==> src/rtl/send_out_pkg.sv <==
// send_out_pkg: shared constants, entry layout, buffer ids and FSM
// states for the key-entry transmit path.
package send_out_pkg;

  localparam int ENTRY_W    = 3;
  localparam int DEPTH      = 6;
  localparam int FRAME_BITS = 5;
  localparam int ID_W       = 2;
  localparam int PAY_W      = 2;
  localparam int BUF_W      = ENTRY_W * DEPTH;

  localparam int VALID_BIT = 0;
  localparam int PAY_LO    = 1;
  localparam int PAY_HI    = 2;

  localparam logic [ID_W-1:0] ID_BUF1 = 2'd0;
  localparam logic [ID_W-1:0] ID_BUF2 = 2'd1;
  localparam logic [ID_W-1:0] ID_BUF3 = 2'd2;
  localparam logic [ID_W-1:0] ID_BUF4 = 2'd3;

  typedef enum logic [1:0] {
    IDLE  = 2'd0,
    SHIFT = 2'd1,
    GAP   = 2'd2
  } state_t;

  function automatic logic [FRAME_BITS-1:0] make_frame(
    input logic [ID_W-1:0]  id,
    input logic [PAY_W-1:0] pay
  );
    return {1'b1, id, pay};
  endfunction

endpackage

==> src/rtl/rr_pick4.sv <==
// rr_pick4: combinational round-robin pick over four requesters.
// Ports: valid/rr in; any_valid and sel (first valid from rr) out.
module rr_pick4
  import send_out_pkg::*;
(
  input  logic [3:0]      valid,
  input  logic [ID_W-1:0] rr,
  output logic            any_valid,
  output logic [ID_W-1:0] sel
);

  logic [ID_W-1:0] idx;

  // Scan from farthest to nearest so the lowest offset from rr wins.
  always_comb begin
    any_valid = 1'b0;
    sel       = rr;
    idx       = rr;
    for (int i = 3; i >= 0; i--) begin
      idx = rr + ID_W'(i);
      if (valid[idx]) begin
        any_valid = 1'b1;
        sel       = idx;
      end
    end
  end

endmodule

==> src/rtl/send_out.sv <==
// send_out: round-robin drain of four packet buffer heads into 5-bit
// serial frames. Ports: clk, rst_n, start, buffer1_i..buffer4_i in;
// pop, tx_bit, tx_busy, tx_frame, sent_count out.
module send_out
  import send_out_pkg::*;
#(
  parameter int BIT_CYCLES = 4,
  parameter int GAP_CYCLES = 2,
  parameter int CNT_W      = 8
) (
  input  logic             clk,
  input  logic             rst_n,
  input  logic             start,
  input  logic [BUF_W-1:0] buffer1_i,
  input  logic [BUF_W-1:0] buffer2_i,
  input  logic [BUF_W-1:0] buffer3_i,
  input  logic [BUF_W-1:0] buffer4_i,
  output logic [3:0]       pop,
  output logic             tx_bit,
  output logic             tx_busy,
  output logic [3:0]       tx_frame,
  output logic [CNT_W-1:0] sent_count
);

  localparam int BC_W = $clog2(BIT_CYCLES);
  localparam int GC_W = $clog2(GAP_CYCLES + 1);
  localparam int BI_W = $clog2(FRAME_BITS);

  logic [ENTRY_W-1:0]    head [4];
  logic [3:0]            head_valid;
  logic                  any_valid;
  logic [ID_W-1:0]       sel;
  logic [ID_W-1:0]       rr;
  state_t                state;
  state_t                state_nxt;
  logic [BC_W-1:0]       bit_cnt;
  logic [BI_W-1:0]       bit_idx;
  logic [GC_W-1:0]       gap_cnt;
  logic [FRAME_BITS-1:0] shreg;
  logic                  launch;
  logic                  bit_end;
  logic                  frame_end;
  logic                  unused_entries;

  // Only the head entry of each buffer is ever read.
  assign head[ID_BUF1] = buffer1_i[ENTRY_W-1:0];
  assign head[ID_BUF2] = buffer2_i[ENTRY_W-1:0];
  assign head[ID_BUF3] = buffer3_i[ENTRY_W-1:0];
  assign head[ID_BUF4] = buffer4_i[ENTRY_W-1:0];

  assign unused_entries = ^{buffer1_i[BUF_W-1:ENTRY_W],
                            buffer2_i[BUF_W-1:ENTRY_W],
                            buffer3_i[BUF_W-1:ENTRY_W],
                            buffer4_i[BUF_W-1:ENTRY_W]};

  always_comb begin
    head_valid = '0;
    for (int i = 0; i < 4; i++) begin
      head_valid[i] = head[i][VALID_BIT];
    end
  end

  rr_pick4 u_pick (
    .valid     (head_valid),
    .rr        (rr),
    .any_valid (any_valid),
    .sel       (sel)
  );

  always_ff @(posedge clk or negedge rst_n) begin
    if (!rst_n) begin
      state <= IDLE;
    end else begin
      state <= state_nxt;
    end
  end

  always_comb begin
    state_nxt = state;
    launch    = 1'b0;
    frame_end = 1'b0;
    bit_end   = (bit_cnt == BC_W'(BIT_CYCLES - 1));
    unique case (state)
      IDLE: begin
        if (start && any_valid) begin
          launch    = 1'b1;
          state_nxt = SHIFT;
        end
      end
      SHIFT: begin
        if (bit_end && bit_idx == BI_W'(FRAME_BITS - 1)) begin
          frame_end = 1'b1;
          state_nxt = GAP;
        end
      end
      GAP: begin
        if (gap_cnt == GC_W'(GAP_CYCLES - 1)) begin
          state_nxt = IDLE;
        end
      end
      default: state_nxt = IDLE;
    endcase
  end

  always_ff @(posedge clk or negedge rst_n) begin
    if (!rst_n) begin
      pop        <= '0;
      tx_frame   <= '0;
      sent_count <= '0;
      rr         <= '0;
      shreg      <= '0;
      bit_cnt    <= '0;
      bit_idx    <= '0;
      gap_cnt    <= '0;
    end else begin
      pop <= '0;
      if (launch) begin
        pop      <= 4'b0001 << sel;
        tx_frame <= {sel, head[sel][PAY_HI:PAY_LO]};
        shreg    <= make_frame(sel, head[sel][PAY_HI:PAY_LO]);
        rr       <= sel + ID_W'(1);
        bit_cnt  <= '0;
        bit_idx  <= '0;
      end
      if (state == SHIFT) begin
        if (bit_end) begin
          bit_cnt <= '0;
          bit_idx <= bit_idx + BI_W'(1);
          shreg   <= {shreg[FRAME_BITS-2:0], 1'b0};
        end else begin
          bit_cnt <= bit_cnt + BC_W'(1);
        end
      end
      if (frame_end) begin
        sent_count <= sent_count + CNT_W'(1);
        gap_cnt    <= '0;
      end
      if (state == GAP) begin
        gap_cnt <= gap_cnt + GC_W'(1);
      end
    end
  end

  assign tx_bit  = (state == SHIFT) & shreg[FRAME_BITS-1];
  assign tx_busy = (state != IDLE);

endmodule

==> config.mk <==
export PLATFORM = sky130hd
export DESIGN_NAME = send_out
export DESIGN_NICKNAME = d
export VERILOG_FILES = /design/src/rtl/send_out_pkg.sv /design/src/rtl/rr_pick4.sv /design/src/rtl/send_out.sv
export SDC_FILE = /design/constraint.sdc
export NUM_CORES = 1
export LEC_CHECK = 0
export BUFFER_PORTS_ARGS = -buffer_cell sky130_fd_sc_hd__buf_4
export CAP_MARGIN = 10
export CORE_MARGIN = 2
export CORE_UTILIZATION = 44
export CTS_CLUSTER_DIAMETER = 40
export DETAILED_ROUTE_END_ITERATION = 6
export PLACE_DENSITY_LB_ADDON = 0.3
export SETUP_SLACK_MARGIN = 0.4
export SYNTH_ARGS = -nofsm -noshare
export SYNTH_HDL_FRONTEND = slang
export SYNTH_SLANG_ARGS = --single-unit
==> constraint.sdc <==
create_clock -name clk -period 1.78 [get_ports clk]
set_input_delay 0.178 -clock clk [delete_from_list [all_inputs] [get_ports clk]]
set_output_delay 0.178 -clock clk [all_outputs]
set_load 0.02 [all_outputs]
---- Word level (Yosys, flattened, before mapping) ----
Index checks and enable logic that the tools add are counted.
storage, ports and cells
  register bits ........................... 32
  input bits .............................. 75
  output and inout bits ................... 18
operators by class
  $add $sub $neg .......................... 8
  $lt $le $gt $ge ......................... 5
  eq/ne operators ......................... 8
  shifts and indexed selects .............. 1
  multiplexer cells ....................... 39
  bitwise logic cells ..................... 2
  reductions and logical operators ........ 7
operator list
  cell                   count
  $mux W2                12
  $mux W3                5
  $mux W5                3
  $lt A2 B3 Y1 const B   4
  $mux W1                12
  $add A2 B1 Y2 const B  4
  $add A8 B1 Y8 const B  1
  $bmux W1 S2            4
  $bmux W3 S2            1
  $ne A2 B2 Y1 const B   3
  $pmux W2 S3            1
  $reduce_bool A2 Y1     3
  $add A2 B2 Y2 const B  2
  $eq A2 B1 Y1 const B   2
  $eq A2 B2 Y1 const B   2
  $mux W4                1
  $shl A1 B2 Y4 const A  1
  $add A3 B1 Y3 const B  1
  $eq A3 B3 Y1 const B   1
  $ge A3 B3 Y1 const B   1
  $not A2 Y3             1
  $reduce_and A3 Y1      1
  $logic_and A1 B1 Y1    2
  $logic_not A2 Y1       1
  $and A1 B1 Y1          1

---- Logic depth before layout (Yosys ltp) ----
  depth in word-level cells ............... 14
  gate-level depth with buffers ........... 7

---- Hierarchy ----
From an unflattened synthesis, not the netlist that was laid out.
unflattened totals
  cells, all modules ...................... 143
  area, all modules ....................... 1597.8 sq um
modules (own cells, without submodules)
  module    instances  cells an instance  area each (sq um)
  send_out  1          127                1497.7
  rr_pick4  1          16                 100.1

---- Worst setup path after synthesis ----
OpenSTA, ideal clock, no wires.
  path kind ............................... register to register
  from .................................... register rr[1]
  to ...................................... register pop[0]
  setup time .............................. 0.119 ns
  data arrival time ....................... 1.407 ns
  path slack .............................. 0.254 ns
  cell stages (with the launch flop) ...... 7
  period minus slack after synthesis ...... 1.526 ns
  cell sequence ........................... dfrtp_1 > o22ai_1 > a221oi_4 > and2_4 > inv_2 > ha_1 > and2_1
RTL lines
  item                           RTL line         RTL
  start, declared                send_out.sv:33   logic [ID_W-1:0] rr;
  start signal, assigned         send_out.sv:121  rr <= sel + ID_W'(1);
  $add A2 B2 Y2                  rr_pick4.sv:20   idx = rr + ID_W'(i);
  $bmux W1 S2                    rr_pick4.sv:21   if (valid[idx]) begin
  $mux W1 (implied by the code)  rr_pick4.sv:21
  $mux W2 (3 in a row)           rr_pick4.sv:21
  $mux W2 *                      rr_pick4.sv:21
  via sel[0]                     send_out.sv:32   logic [ID_W-1:0] sel;
  $shl A1 B2 Y4 *                send_out.sv:118  pop <= 4'b0001 << sel;
  $mux W4 *                      send_out.sv:117  if (launch) begin
  end signal, assigned           send_out.sv:118
  end, declared                  send_out.sv:18   output logic [3:0] pop,
The timed path passes the listed nets; every way through them passes the cells marked *. The select of a mux whose other input is x is not followed.
A chain may end at the register's enable or synchronous reset.

---- Final worst setup path ----
  from .................................... register rr[0]
  to ...................................... register pop[2]
The elaborated chain is that of the path after synthesis.

==> summary.txt <==
Final layout
  – Ant. Diodes: 0
  – Most frequent cells in the layout: buf_4, dfrtp_1, nand2_1
  – Most common cell after layout, fill and taps aside: buf_4
  – Non-Filler Instances: 271
  – Layout Nets: 307
  – Area grow syn2layout: 54.5%
  – Share of layout cells above drive strength 1: 57.0%
  – Fill count: 280
  – Finished Core Util: 70.4%

Critical path
  – Critical path, cell by cell: o22ai_2 -> a221oi_4 -> and2_4 -> inv_2 -> ha_2 -> and2_4
  – CP Launch Type: register
  – Reg2reg start: rr[0]
  – CP Capture Type: register
  – Crit-path most repeated cell: and2_4
  – Slowest CP cell: dfrtp_2
  – Worst-path fanout max: 5
  – Worst EP required: 1960 ps
  – CP Class: reg2reg
  – Max incr delay on CP: 460 ps
  – Critical Path Source: rr[0]
  – CP Data Arrival Time: 1760 ps

Global route
  – First-pass GRT wire length: 6250 microns
  – Global Route Usage Sum: 19.6%
  – Antenna violations before repair: 0
  – Vias in the first global route: 1,418
  – Total global routing overflow: 0
  – Maximum number of pins on one net before global-route repair: 33

Hold path
  – HP Class: in2reg
  – Hold Crit Start: buffer2_i[2]

Floorplan
  – Initial Util: 45.5%
  – # IOs: 93
  – Die Span Y: 65.3 microns
  – Die Footprint: 4270 sq um
  – Die X-Extent: 65.3 microns
  – Rows: 22
  – Total core area: 3630 sq um

STA
  – Fin crit period: 1580 ps
  – Slew Limit Fails: 0
  – Slew @ Worst Pin: 441 ps
  – Final WS setup: 199 ps
  – Unrepaired setup endpoints after global routing: true
  – Relative slew slack: 70.5%
  – FMAX: 0.633 GHz
  – Setup-failing EPs final: 0
  – Setup TNS: 0 ps
  – Final worst-path cycle share: 88.8%
  – Worst Skew: 3.10 ps
  – Final hold viol count: 0

Yosys
  – Mapped Area: 1650 sq um
  – Post-synthesis simple-gate area fraction: 23.2%
  – Synthesized flop and latch total: 32
  – Sequential area share after synthesis: 48.4%
  – Post-Synth XOR/XNOR Area: 3.71%
  – Synth async-reset ratio: 100%
  – Adder-cell share of the synthesized area: 6.81%
  – Synth Area in Compound Gates: 15.4%
  – Top_reg_cell synth: dfrtp_1
  – Unique masters post-synth: 39
  – Post-synthesis cell count: 160
  – Mux share of post-synthesis cell area: 0%
  – Syn_area_per_cell: 10.3 sq um
  – Yosys warns: 0
  – Number of flops mapped to enable cells by yosys: 0
  – Post-Syn Nets: 244
  – Largest family of logic cells by synthesized area: simple AND/OR/NAND/NOR gates

Clock network
  – Clock transition at path regs: 60 ps
  – CTS tree: done
  – Bufs on Longest Clock Path: 2
  – CTS Sinks: 32
  – CTS Root Buffer Type: clkbuf_8
  – Num CTS Buffers: 5
  – Clock latency on the worst-skew pair: 280 ps
  – # H-tree levels: 2

Pwr
  – Combinational share of power: 49.7%
  – Pwr per Cell Area: 1380 nW/um^2
  – P_int: 2.20 mW
  – Sw frac: 37.5%
  – Static Leak: 1.22 nW
  – Peak supply drop: 0.000681 V
  – Switch Pwr: 1.32 mW
  – Sequential share of power: 33.6%
  – Clock share of power: 16.7%

Placed design
  – GP Congestion: 0.751
  – DP Worst Slack: 103 ps
  – Placed instance count: 242
  – Final HPWL DP: 2450 microns
  – Number of port buffers: 32

Drt
  – Wire per inst: 14.1 microns
  – Via count: 1,380
  – 1st-pass router iterations: 2
  – Routed Antenna Nets: 0
  – Initial DRC count: 25
  – Routed wire length: 3820 microns
  – Via/cell ratio: 5.09
  – # DRC: 0

Job
  – Max cap viols: 0

Run status
  – Status: complete, no violations
## cell usage after synthesis, drive strengths merged, types with 3 or more instances
library cell,instances,area [sq um]
nor2b,3,18.8
nand2b,4,25.0
nand4,3,18.8
dfrtp,32,801
and3,4,25.0
and2,9,58.8
ha,9,113
o21ai,13,68.8
nand3,7,35.0
nor2,8,30.0
nand2,26,100
inv,7,26.3
xnor2,7,61.3
a21boi,4,30.0
## per-stage QoR
step	cell area (sq um)	power, mW	hold slack, ps
3_5_place_dp	2010	2.34	135
5_1_grt	2560	3.78	275
6_report	2560	3.52	280
4_1_cts	2360	3.29	265
3_3_place_gp	2010	2.28	126
2_1_floorplan	1680	1.93	-118
## flip-flops by register name, summed over array words and instances (netlist names)
register    flops
tx_frame        4
state           2
bit_idx         3
shreg           5
bit_cnt         2
gap_cnt         2
pop             4
sent_count      8
rr              2
## worst paths after layout
check / to / slack [ps] / depth (start not counted)
setup / recovery: pop[2] / 200 / 6
hold / removal: tx_frame[1] / 280 / 4
setup reg to reg: pop[2] / 200 / 6
hold reg to reg: sent_count[7] / 480 / 1
max in group asynchronous: state[1] / 1100 / 2
min in group asynchronous: sent_count[2] / 360 / 2
## what timing repair did
item / 4_1_cts / 5_1_grt
buffers inserted: 13 / 8
pin swaps: 14 / 19
endpoints found under the hold margin: 32 / 0
gates resized for setup: 36 / 33
endpoints found under the setup margin: 30 / 27
hold buffers: 1 / 0
## cell type report
cell class | instances | area (sq um) | area share [%]
clock buffers | 7 | 96.3 | 3.77
inverters | 7 | 26.3 | 1.03
multi-input cells | 118 | 1080 | 42.4
flip-flops and latches | 32 | 805 | 31.5
well taps | 48 | 60.1 | 2.35
repair buffers | 59 | 484 | 18.9
## worst max-delay path: cells and delay by family (launching register included)
family | cells | cell delay [ps]
DFF | 1 | 460
AOI/OAI and AO/OA | 2 | 440
and+or+nand+nor | 2 | 350
adders and majority gates | 1 | 170
buffers and inverters | 1 | 60
## routing by layer
metal | track usage [%] | wire (microns)
met4 | 8.85 | 51
met5 | 0 | 0
met2 | 36.0 | 2140
met3 | 5.48 | 141
met1 | 20.5 | 1490
## power groups by stage
| stage | combinational, mW | clock, mW | sequential, mW |
|---|---|---|---|
| after global routing | 1.92 | 0.644 | 1.21 |
| final | 1.75 | 0.588 | 1.18 |
| after CTS | 1.53 | 0.601 | 1.16 |
| after floorplan | 0.753 | 0 | 1.18 |
| after detailed placement | 1.20 | 0 | 1.14 |
| after global placement | 1.15 | 0 | 1.12 |
## cell families after synthesis
group | count (synthesis)
simple gates | 71
flops | 32
compound gates | 31
buf+inv | 10
fa+ha+maj | 9
xor+xnor | 7
Note: power is estimated with default switching activity, not from simulation.
